==> src/rtl/mul_div_unit_if.sv <==
// Request/response bundle for the iterative multiply/divide unit.
// The pipeline drives the master side and the unit implements the slave side.
interface mul_div_unit_if #(parameter int WIDTH = 32);
  logic             start;
  logic             is_div;
  logic             is_signed;
  logic             cancel;
  logic [WIDTH-1:0] src1;
  logic [WIDTH-1:0] src2;
  logic             busy;
  logic             done;
  logic             div_by_zero;
  logic [WIDTH-1:0] hi;
  logic [WIDTH-1:0] lo;

  modport master (
    output start, is_div, is_signed, cancel, src1, src2,
    input  busy, done, div_by_zero, hi, lo
  );

  modport slave (
    input  start, is_div, is_signed, cancel, src1, src2,
    output busy, done, div_by_zero, hi, lo
  );
endinterface

==> src/rtl/mul_div_unit.sv <==
// Iterative shift-add multiplier / restoring divider that share one WIDTH-cycle engine.
// Operands are iterated as magnitudes; signs are applied once in FIX.
module mul_div_unit #(
  parameter int  WIDTH = 32,
  localparam int CNT_W = $clog2(WIDTH) + 1
) (
  input logic          clk,
  input logic          resetn,
  mul_div_unit_if.slave bus
);

  typedef enum logic [1:0] {IDLE, CALC, FIX, DONE} state_t;

  state_t             state;
  state_t             state_next;
  logic [CNT_W-1:0]   cnt;
  logic [2*WIDTH-1:0] acc;
  logic [WIDTH-1:0]   op;
  logic               div_q;
  logic               neg_res;
  logic               neg_rem;
  logic               dz_q;
  logic [WIDTH-1:0]   hi_q;
  logic [WIDTH-1:0]   lo_q;
  logic               dz_flag;

  logic [WIDTH-1:0]   abs1;
  logic [WIDTH-1:0]   abs2;
  logic [WIDTH:0]     mul_sum;
  logic [WIDTH:0]     div_shift;
  logic               div_ge;
  logic [WIDTH-1:0]   div_rem;
  logic [2*WIDTH-1:0] step_next;
  logic [2*WIDTH-1:0] prod_fix;
  logic [WIDTH-1:0]   quo_fix;
  logic [WIDTH-1:0]   rem_fix;

  always_comb begin
    state_next = state;
    case (state)
      IDLE:    if (bus.start && !bus.cancel) state_next = CALC;
      CALC:    if (bus.cancel) state_next = IDLE;
               else if (cnt == CNT_W'(1)) state_next = FIX;
      FIX:     state_next = bus.cancel ? IDLE : DONE;
      DONE:    state_next = IDLE;
      default: state_next = IDLE;
    endcase
  end

  // Magnitudes; the most negative value maps to itself, which reads correctly as unsigned.
  always_comb begin
    abs1 = (bus.is_signed && bus.src1[WIDTH-1]) ? -bus.src1 : bus.src1;
    abs2 = (bus.is_signed && bus.src2[WIDTH-1]) ? -bus.src2 : bus.src2;
  end

  // acc holds {partial product, multiplier} or {remainder, dividend/quotient}.
  always_comb begin
    mul_sum   = {1'b0, acc[2*WIDTH-1:WIDTH]} + (acc[0] ? {1'b0, op} : '0);
    div_shift = {acc[2*WIDTH-1:WIDTH], acc[WIDTH-1]};
    div_ge    = div_shift >= {1'b0, op};
    div_rem   = div_ge ? WIDTH'(div_shift - {1'b0, op}) : div_shift[WIDTH-1:0];
    step_next = div_q ? {div_rem, acc[WIDTH-2:0], div_ge}
                      : {mul_sum, acc[WIDTH-1:1]};
    prod_fix  = neg_res ? -acc : acc;
    quo_fix   = neg_res ? -acc[WIDTH-1:0] : acc[WIDTH-1:0];
    rem_fix   = neg_rem ? -acc[2*WIDTH-1:WIDTH] : acc[2*WIDTH-1:WIDTH];
  end

  always_ff @(posedge clk or negedge resetn) begin
    if (!resetn) begin
      state   <= IDLE;
      cnt     <= '0;
      acc     <= '0;
      op      <= '0;
      div_q   <= 1'b0;
      neg_res <= 1'b0;
      neg_rem <= 1'b0;
      dz_q    <= 1'b0;
      hi_q    <= '0;
      lo_q    <= '0;
      dz_flag <= 1'b0;
    end else begin
      state <= state_next;
      case (state)
        IDLE: if (bus.start && !bus.cancel) begin
          div_q   <= bus.is_div;
          neg_res <= bus.is_signed & (bus.src1[WIDTH-1] ^ bus.src2[WIDTH-1]);
          neg_rem <= bus.is_signed & bus.src1[WIDTH-1];
          dz_q    <= bus.is_div && (bus.src2 == '0);
          cnt     <= CNT_W'(WIDTH);
          acc     <= {{WIDTH{1'b0}}, (bus.is_div ? abs1 : abs2)};
          op      <= bus.is_div ? abs2 : abs1;
        end
        CALC: begin
          acc <= step_next;
          cnt <= cnt - CNT_W'(1);
        end
        // With a zero divisor the remainder equals |dividend|, so rem_fix restores src1.
        FIX: if (!bus.cancel) begin
          hi_q    <= div_q ? rem_fix : prod_fix[2*WIDTH-1:WIDTH];
          lo_q    <= div_q ? (dz_q ? '1 : quo_fix) : prod_fix[WIDTH-1:0];
          dz_flag <= dz_q;
        end
        default: ;
      endcase
    end
  end

  assign bus.busy        = (state == CALC) || (state == FIX);
  assign bus.done        = (state == DONE);
  assign bus.hi          = hi_q;
  assign bus.lo          = lo_q;
  assign bus.div_by_zero = dz_flag;

endmodule

==> src/flat_wrapper.sv <==
// flat-port wrapper written by rule: the top's interface ports become plain ports
module mul_div_unit_flat 
#(
  parameter int  WIDTH = 32,
  localparam int CNT_W = $clog2(WIDTH) + 1
)
  (clk, resetn, bus_start, bus_is_div, bus_is_signed, bus_cancel, bus_src1, bus_src2, bus_busy, bus_done, bus_div_by_zero, bus_hi, bus_lo);
  mul_div_unit_if #(.WIDTH(WIDTH)) bus_i ();
  input logic clk;
  input logic resetn;
  input wire logic [$bits(bus_i.start)-1:0] bus_start;
  input wire logic [$bits(bus_i.is_div)-1:0] bus_is_div;
  input wire logic [$bits(bus_i.is_signed)-1:0] bus_is_signed;
  input wire logic [$bits(bus_i.cancel)-1:0] bus_cancel;
  input wire logic [$bits(bus_i.src1)-1:0] bus_src1;
  input wire logic [$bits(bus_i.src2)-1:0] bus_src2;
  output wire logic [$bits(bus_i.busy)-1:0] bus_busy;
  output wire logic [$bits(bus_i.done)-1:0] bus_done;
  output wire logic [$bits(bus_i.div_by_zero)-1:0] bus_div_by_zero;
  output wire logic [$bits(bus_i.hi)-1:0] bus_hi;
  output wire logic [$bits(bus_i.lo)-1:0] bus_lo;
  assign bus_i.start = bus_start;
  assign bus_i.is_div = bus_is_div;
  assign bus_i.is_signed = bus_is_signed;
  assign bus_i.cancel = bus_cancel;
  assign bus_i.src1 = bus_src1;
  assign bus_i.src2 = bus_src2;
  assign bus_busy = bus_i.busy;
  assign bus_done = bus_i.done;
  assign bus_div_by_zero = bus_i.div_by_zero;
  assign bus_hi = bus_i.hi;
  assign bus_lo = bus_i.lo;
  mul_div_unit #(.WIDTH(WIDTH)) u_core (.clk(clk), .resetn(resetn), .bus(bus_i));
endmodule
==> config.mk <==
export PLATFORM = sky130hd
export DESIGN_NAME = mul_div_unit_flat
export DESIGN_NICKNAME = d
export VERILOG_FILES = /design/src/rtl/mul_div_unit_if.sv /design/src/rtl/mul_div_unit.sv /design/src/flat_wrapper.sv
export SDC_FILE = /design/constraint.sdc
export NUM_CORES = 1
export LEC_CHECK = 0
export CAP_MARGIN = 20
export CELL_PAD_IN_SITES_DETAIL_PLACEMENT = 1
export CELL_PAD_IN_SITES_GLOBAL_PLACEMENT = 1
export CORE_UTILIZATION = 35
export CTS_BUF_LIST = sky130_fd_sc_hd__clkbuf_4
export CTS_CLUSTER_DIAMETER = 150
export DETAILED_ROUTE_END_ITERATION = 6
export PLACE_DENSITY = 0.8
export REMOVE_ABC_BUFFERS = 1
export SYNTH_ARGS = -nofsm -noshare
export SYNTH_HDL_FRONTEND = slang
export SYNTH_SLANG_ARGS = --single-unit
==> constraint.sdc <==
create_clock -name clk -period 3.25 [get_ports clk]
set_input_delay 0.65 -clock clk [delete_from_list [all_inputs] [get_ports clk]]
set_output_delay 0.65 -clock clk [all_outputs]
set_load 0.005 [all_outputs]
After elaboration in Yosys (flattened, before gate mapping)

Index checks and enable logic that the tools add are counted.
Widths: inputs -> output; s select.

Memory bits (read-only): 0
Memories kept: 0
Register bits after elaboration: 173
Memory bits (writable): 0
Word-level logic and storage cells: 65
Latch bits: 0

Mux-type cells: 22
Order comparisons: 1
$add $sub $neg: 8
Div/mod/pow operators: 0
Multipliers: 0
Reduce and logical (&&, ||, !) cells: 13
Bitwise operators: 4
Shifts and indexed selects: 0
Equality and inequality tests: 6

Operator list:

| kind                | number |
|---|---|
| $mux 32             | 11 |
| $mux 64             | 3 |
| $neg 32->32         | 4 |
| $pmux 64 s2         | 1 |
| $neg 64->64         | 1 |
| $add 32x32->33      | 1 |
| $ge 33x32->1        | 1 |
| $logic_not 32->1    | 1 |
| $sub 32x32->32      | 1 |
| $pmux 6 s2          | 1 |
| $mux 2              | 4 |
| $pmux 2 s4          | 1 |
| $reduce_and 2->1    | 4 |
| $eq 6x1->1 const B  | 1 |
| $mux 6              | 1 |
| $sub 6x1->6 const B | 1 |
| $eq 2x2->1 const B  | 2 |
| $logic_and 1x1->1   | 4 |
| $ne 3x2->1 const B  | 1 |
| $and 1x1->1         | 2 |
| $eq 2x1->1 const B  | 1 |
| $logic_not 2->1     | 1 |
| $ne 2x1->1 const B  | 1 |
| $reduce_bool 2->1   | 1 |
| other kinds (4)     | 4 |

Longest topological paths before layout

Depth after elaboration: 5
Depth in mapped cells: 15
Mapped depth without buffers: 14

Least setup slack after synthesis

OpenSTA, ideal clock, no wires.

Path kind: reg2reg
From: register u_core.acc[18]
To: register u_core.hi_q[17], in the netlist u_core.bus.hi[17]
Path slack: -0.293 ns
Setup time: 0.130 ns
Arrival: 3.414 ns
Required time: 3.120 ns
Stages on the path, launching flop included: 11
Path through: dfrtp_1 > or3_1 > or3_4 > or4_4 > or3_4 > or4b_4 > or3_4 > and2_4 > o41ai_2 > xor2_1 > o21ai_1

Longest elaborated chain between the ends: 3

Ends and longest elaborated chain:

| item                   | line                | RTL |
|---|---|---|
| start, declared        | mul_div_unit.sv:17  | `logic [2*WIDTH-1:0] acc;` |
| start signal, assigned | mul_div_unit.sv:91  | `acc <= {{WIDTH{1'b0}}, (bus.is_div ? abs1 : abs2)};` |
| start signal, assigned | mul_div_unit.sv:95  | `acc <= step_next;` |
| $neg 64->64            | mul_div_unit.sv:64  | `prod_fix = neg_res ? -acc : acc;` |
| $mux 64                | mul_div_unit.sv:64  |  |
| $mux 32                | mul_div_unit.sv:100 | `hi_q <= div_q ? rem_fix : prod_fix[2*WIDTH-1:WIDTH];` |
| end signal, assigned   | mul_div_unit.sv:100 |  |
| end, declared          | mul_div_unit.sv:23  | `logic [WIDTH-1:0] hi_q;` |

No other way between the ends.
A chain may end at the register's enable or synchronous reset.

Worst setup path in the final report

Ends and elaborated chain as after synthesis.

==> metrics list <==
- Launching element of the worst setup path: u_core.acc[18]
* Reg area: 4330 um2
- Kind of critical path: reg -> reg
* Post-Synthesis Cell Area: 14290 um2
- Entering global routing, the biggest net connects 75 pins.
- Via density per instance: approximately 5.8
* Final critical-path required period: 3.828 ns
- The first routing iteration left ~1.2k violations.
- Max incr delay on CP: 0.51 ns
- STA classifies the critical path startpoint as a flip-flop.
- The die covers 41630 um2.
* Final wirelength: 63.27 mm
* Number of buffers on the longest clock path: 2
- Failing checks: negative setup slack
- Summing all multi-input logic gate instances after layout gives 10490 um2.
- The placed instances occupy a cell area of ~18000 um2.
- Walking the worst path, the cells encountered are or3_4, or3_4, or4_4, or3_4, or4b_4, or3_4, and2_4, o41ai_4, xor2_1, o21ai_1.
* Setup repair after global routing missed its margin: true
* Final layout net count: around 2.4k
- During synthesis, Yosys emitted a total of 0 warnings.
- Final clock period utilization by the worst path: 117.8%
* Most frequently used flop master after synthesis: dfrtp_1
* Detailed-route DRC error count: 0
* Pwr dens: between 1000 and 1500 nW/um2
* Routed wire per std cell: 23.01 um
* Setup slack of the worst register-to-register path: -0.58 ns
* Run status: finished with violations
- For this run, the detailed router's first-pass iteration total came to 5.
- Count of endpoints failing setup in the final report: 52
- Vias: 15.99k
- Worst voltage drop across the vdd grid: around 0.44 mV
- Overall fraction of global-route tracks in use: 28.31%
- Number of enable flip-flop cells after synthesis: 0
- For this run, the top clock speed supported by timing is 261.2 MHz.
- # Max-Cap Violations: 0
- The via count of the first global-routing pass was 16.59k.
- Crit-path slowest cell: or4b_4
* Initial standard-cell utilization of the core: between 30% and 40%
- TritonCTS built the clock tree.
* Kind of capture point of the worst setup path: flip-flop
* Number of buffers created by CTS: 17
- Commonest non-fill, non-tap cell in the layout: buf_4
* Global placement routability congestion: about 0.90
- For the worst flop-to-flop path, the logic depth is 10.
- CP most frequent cell: or3_4
- Number of distinct library cells after synthesis: 69
- Count of nets left with antenna violations after detail routing: 0
- In the final layout, the share of cells above drive strength 1 is 26.72%.
- Filler Cells Inserted: 4765
* H-tree level count: 4
* Largest delay contributor family on the critical path: simple AND/OR/NAND/NOR gates
- The number of antenna violations at the first check in global routing is 1.
- The first global-routing pass estimated 91.60 mm of wire.
- The final max-slew violation count is 0.
- between 100 and 150 I/O pins were placed.
- Logic depth of the worst path, buffers included: 10
- Synthesized flop and latch total: 173
- Startpoint of the lowest-slack register-to-register path: u_core.acc[18]
* Clk pin slew, worst setup/hold paths: approximately 0.20 ns
* Std-Cell Core Area: 40010 um2
* Standby leakage power: 8.730 nW
- Number of rows in the core area: 73
- Summed over all layers, the global routing overflow is 0.
- RR Endpoint: u_core.bus.hi[17]
- Slew at the pin closest to its max-slew limit: 1.088 ns
- Maximum fanout along the worst path: 5
- CTS placed an instance of clkbuf_4 at the clock tree root.
- Worst slew margin: 27.22%
- Clock latency on the worst-skew pair, taken at its later pin, is 0.71 ns.
- Sequential cells were found to cover 30.30% of the synthesized design area.
- Worst-case setup margin in the final layout: -0.5784 ns
- Synthesis handed over a netlist of 1800 instances.
- Top library cells by usage in the layout, fill and taps aside: buf_4, nor2_1, dfrtp_1
- Quantity of I/O buffers inserted on ports: 136
- Final clock skew: about 0.045 ns
* Final instance area: 20280 um2
- TritonCTS sink count: 173
* Post-synth ARST share: between 90% and 100%
- The number of buffers and inverters on the critical path is 0.
- Data arrival time of the critical path: 4.38 ns
- Data on the critical path is required at its endpoint by 3.81 ns.
- Relative area change from synthesis to final layout: 41.97%
- Post-Place Worst Slack: -0.5774 ns
- Width of the die: 204.0 um
- Final Hold Violating Endpoints: 0
* Endpoint of the worst setup timing path: u_core.bus.hi[17]
- The floorplan step set the die height to 204.0 um.
- Path type of the worst min-delay path: in -> async
- Mean Syn Cell Area: 7.937 um2
- DP HPWL: approximately 43 mm
==> synth_stat cells, types with 5 or more instances <==
master       n  share of area, %
o211ai_1    10              0.53
dfrtp_1    173                30
mux2i_1     43               3.0
mux2_2      24               1.9
o31ai_1     27               1.4
a32oi_1      5              0.31
xnor2_1    100               6.1
o311ai_0     5              0.31
or4_1       16              0.84
and2_1       7              0.31
o21ai_0    172               6.0
or2_2        6              0.26
clkbuf_1    90               2.4
nor2_1     207               5.4
nand2b_1    14              0.61
nand3_1      9              0.32
xor2_1      73               4.5
a21oi_1    192               6.7
nor4_1       9              0.39
a21o_1      34               1.8
a22oi_1     21               1.1
o21a_1      12              0.63
buf_1       11              0.29
o21bai_1    13              0.68
o41ai_1     12              0.74
a211oi_1    33               1.7
a2111oi_0    5              0.31
ha_1        74               6.5
nor3_1      36               1.3
o221ai_1     7              0.43
nand4_1      8              0.35
a31oi_1     16              0.70
inv_1       69               1.8
nor2b_1     14              0.61
nand2_1    167               4.4
or3_1       21              0.92
==> routing by layer <==
| metal | track usage, % | wire (um) |
|---|---|---|
| met1 | 36.05 | 26750 |
| met2 | 48.42 | 31130 |
| met3 | 3.221 | 3005 |
| met4 | 11.83 | 2385 |
| met5 | 0 | 0 |
==> metrics by stage <==
step | util, % | std cells | total power (W) | setup TNS [ns] | hold slack, ns
after floorplan | - | 1698 | 0.01172 | -95.23 | 0.3544
after global placement | 45.63 | 2655 | 0.01745 | -22.97 | 0.4597
after detailed placement | 45.63 | 2655 | 0.01801 | -31.36 | 0.4699
after CTS | 48.63 | 2718 | 0.02047 | -11.66 | 0.4466
after global routing | 50.70 | 2750 | 0.02350 | -20.47 | 0.4675
final | 50.70 | 2750 | 0.02230 | -15.40 | 0.4366
==> registers in the layout, indices dropped and copies added (netlist names) <==
name and count:
u_core.bus.hi 32, u_core.state 2, u_core.acc 64, u_core.bus.div_by_zero 1, u_core.dz_q 1, u_core.op 32
u_core.neg_res 1, u_core.cnt 6, u_core.neg_rem 1, u_core.bus.lo 32, u_core.div_q 1
==> worst register-to-register path: cells and delay by family, from the launching register on <==
kind	cells	cell delay [ns]
XOR/XNOR	1	0.19
AND/OR/NAND/NOR	7	2.65
flip-flops	1	0.44
AO/OA/AOI/OAI	2	0.40
==> cells by family (layout without fill, tap and decap cells) <==
kind of cell / after synthesis / count (layout) / synth area share [%]
fa+ha+maj: 76 / 76 / 6.761
mux: 67 / 67 / 4.904
other cells: 0 / 2 / 0
compound gates: 598 / 598 / 25.58
simple gates: 540 / 540 / 17.30
buf+inv: 173 / 596 / 4.554
flops: 173 / 173 / 30.30
xor+xnor: 173 / 173 / 10.61
==> layout make-up <==
type,instances,area share (%)
Antenna cell,2,0.02467
Clock buffer,17,0.6292
Clock inverter,15,0.7587
Inverter,71,1.326
Multi-Input combinational cell,1454,51.72
Sequential cell,173,21.35
Tap cell,525,3.238
Timing Repair Buffer,493,20.95
==> where the power goes <==
group	internal, W	switching [W]	total (W)
clock network	0.000409	0.00100	0.00141
registers	0.00308	0.000927	0.00401
logic	0.00767	0.00921	0.0169
==> how the worst min path moves through the flow <==
stage | startpoint | end | slack (ns) | cells past startpoint
floorplan | resetn | u_core.acc[0] | 0.35 | 0
finish | resetn | u_core.bus.lo[22] | 0.44 | 2
global placement | u_core.bus.hi[10] | u_core.bus.hi[10] | 0.46 | 2
detailed placement | u_core.bus.hi[22] | u_core.bus.hi[22] | 0.47 | 2
global route | resetn | u_core.bus.lo[22] | 0.47 | 2
CTS | resetn | u_core.acc[18] | 0.45 | 2
==> repair_timing <==
item	CTS	global route
buffers inserted	33	33
pin swaps	73	94
cloned	2	1
gates resized for setup	148	134
endpoints found under the hold margin	48	0
setup endpoints to repair	77	87
hold buffers	1	0
(Power assumes the default switching activity.)
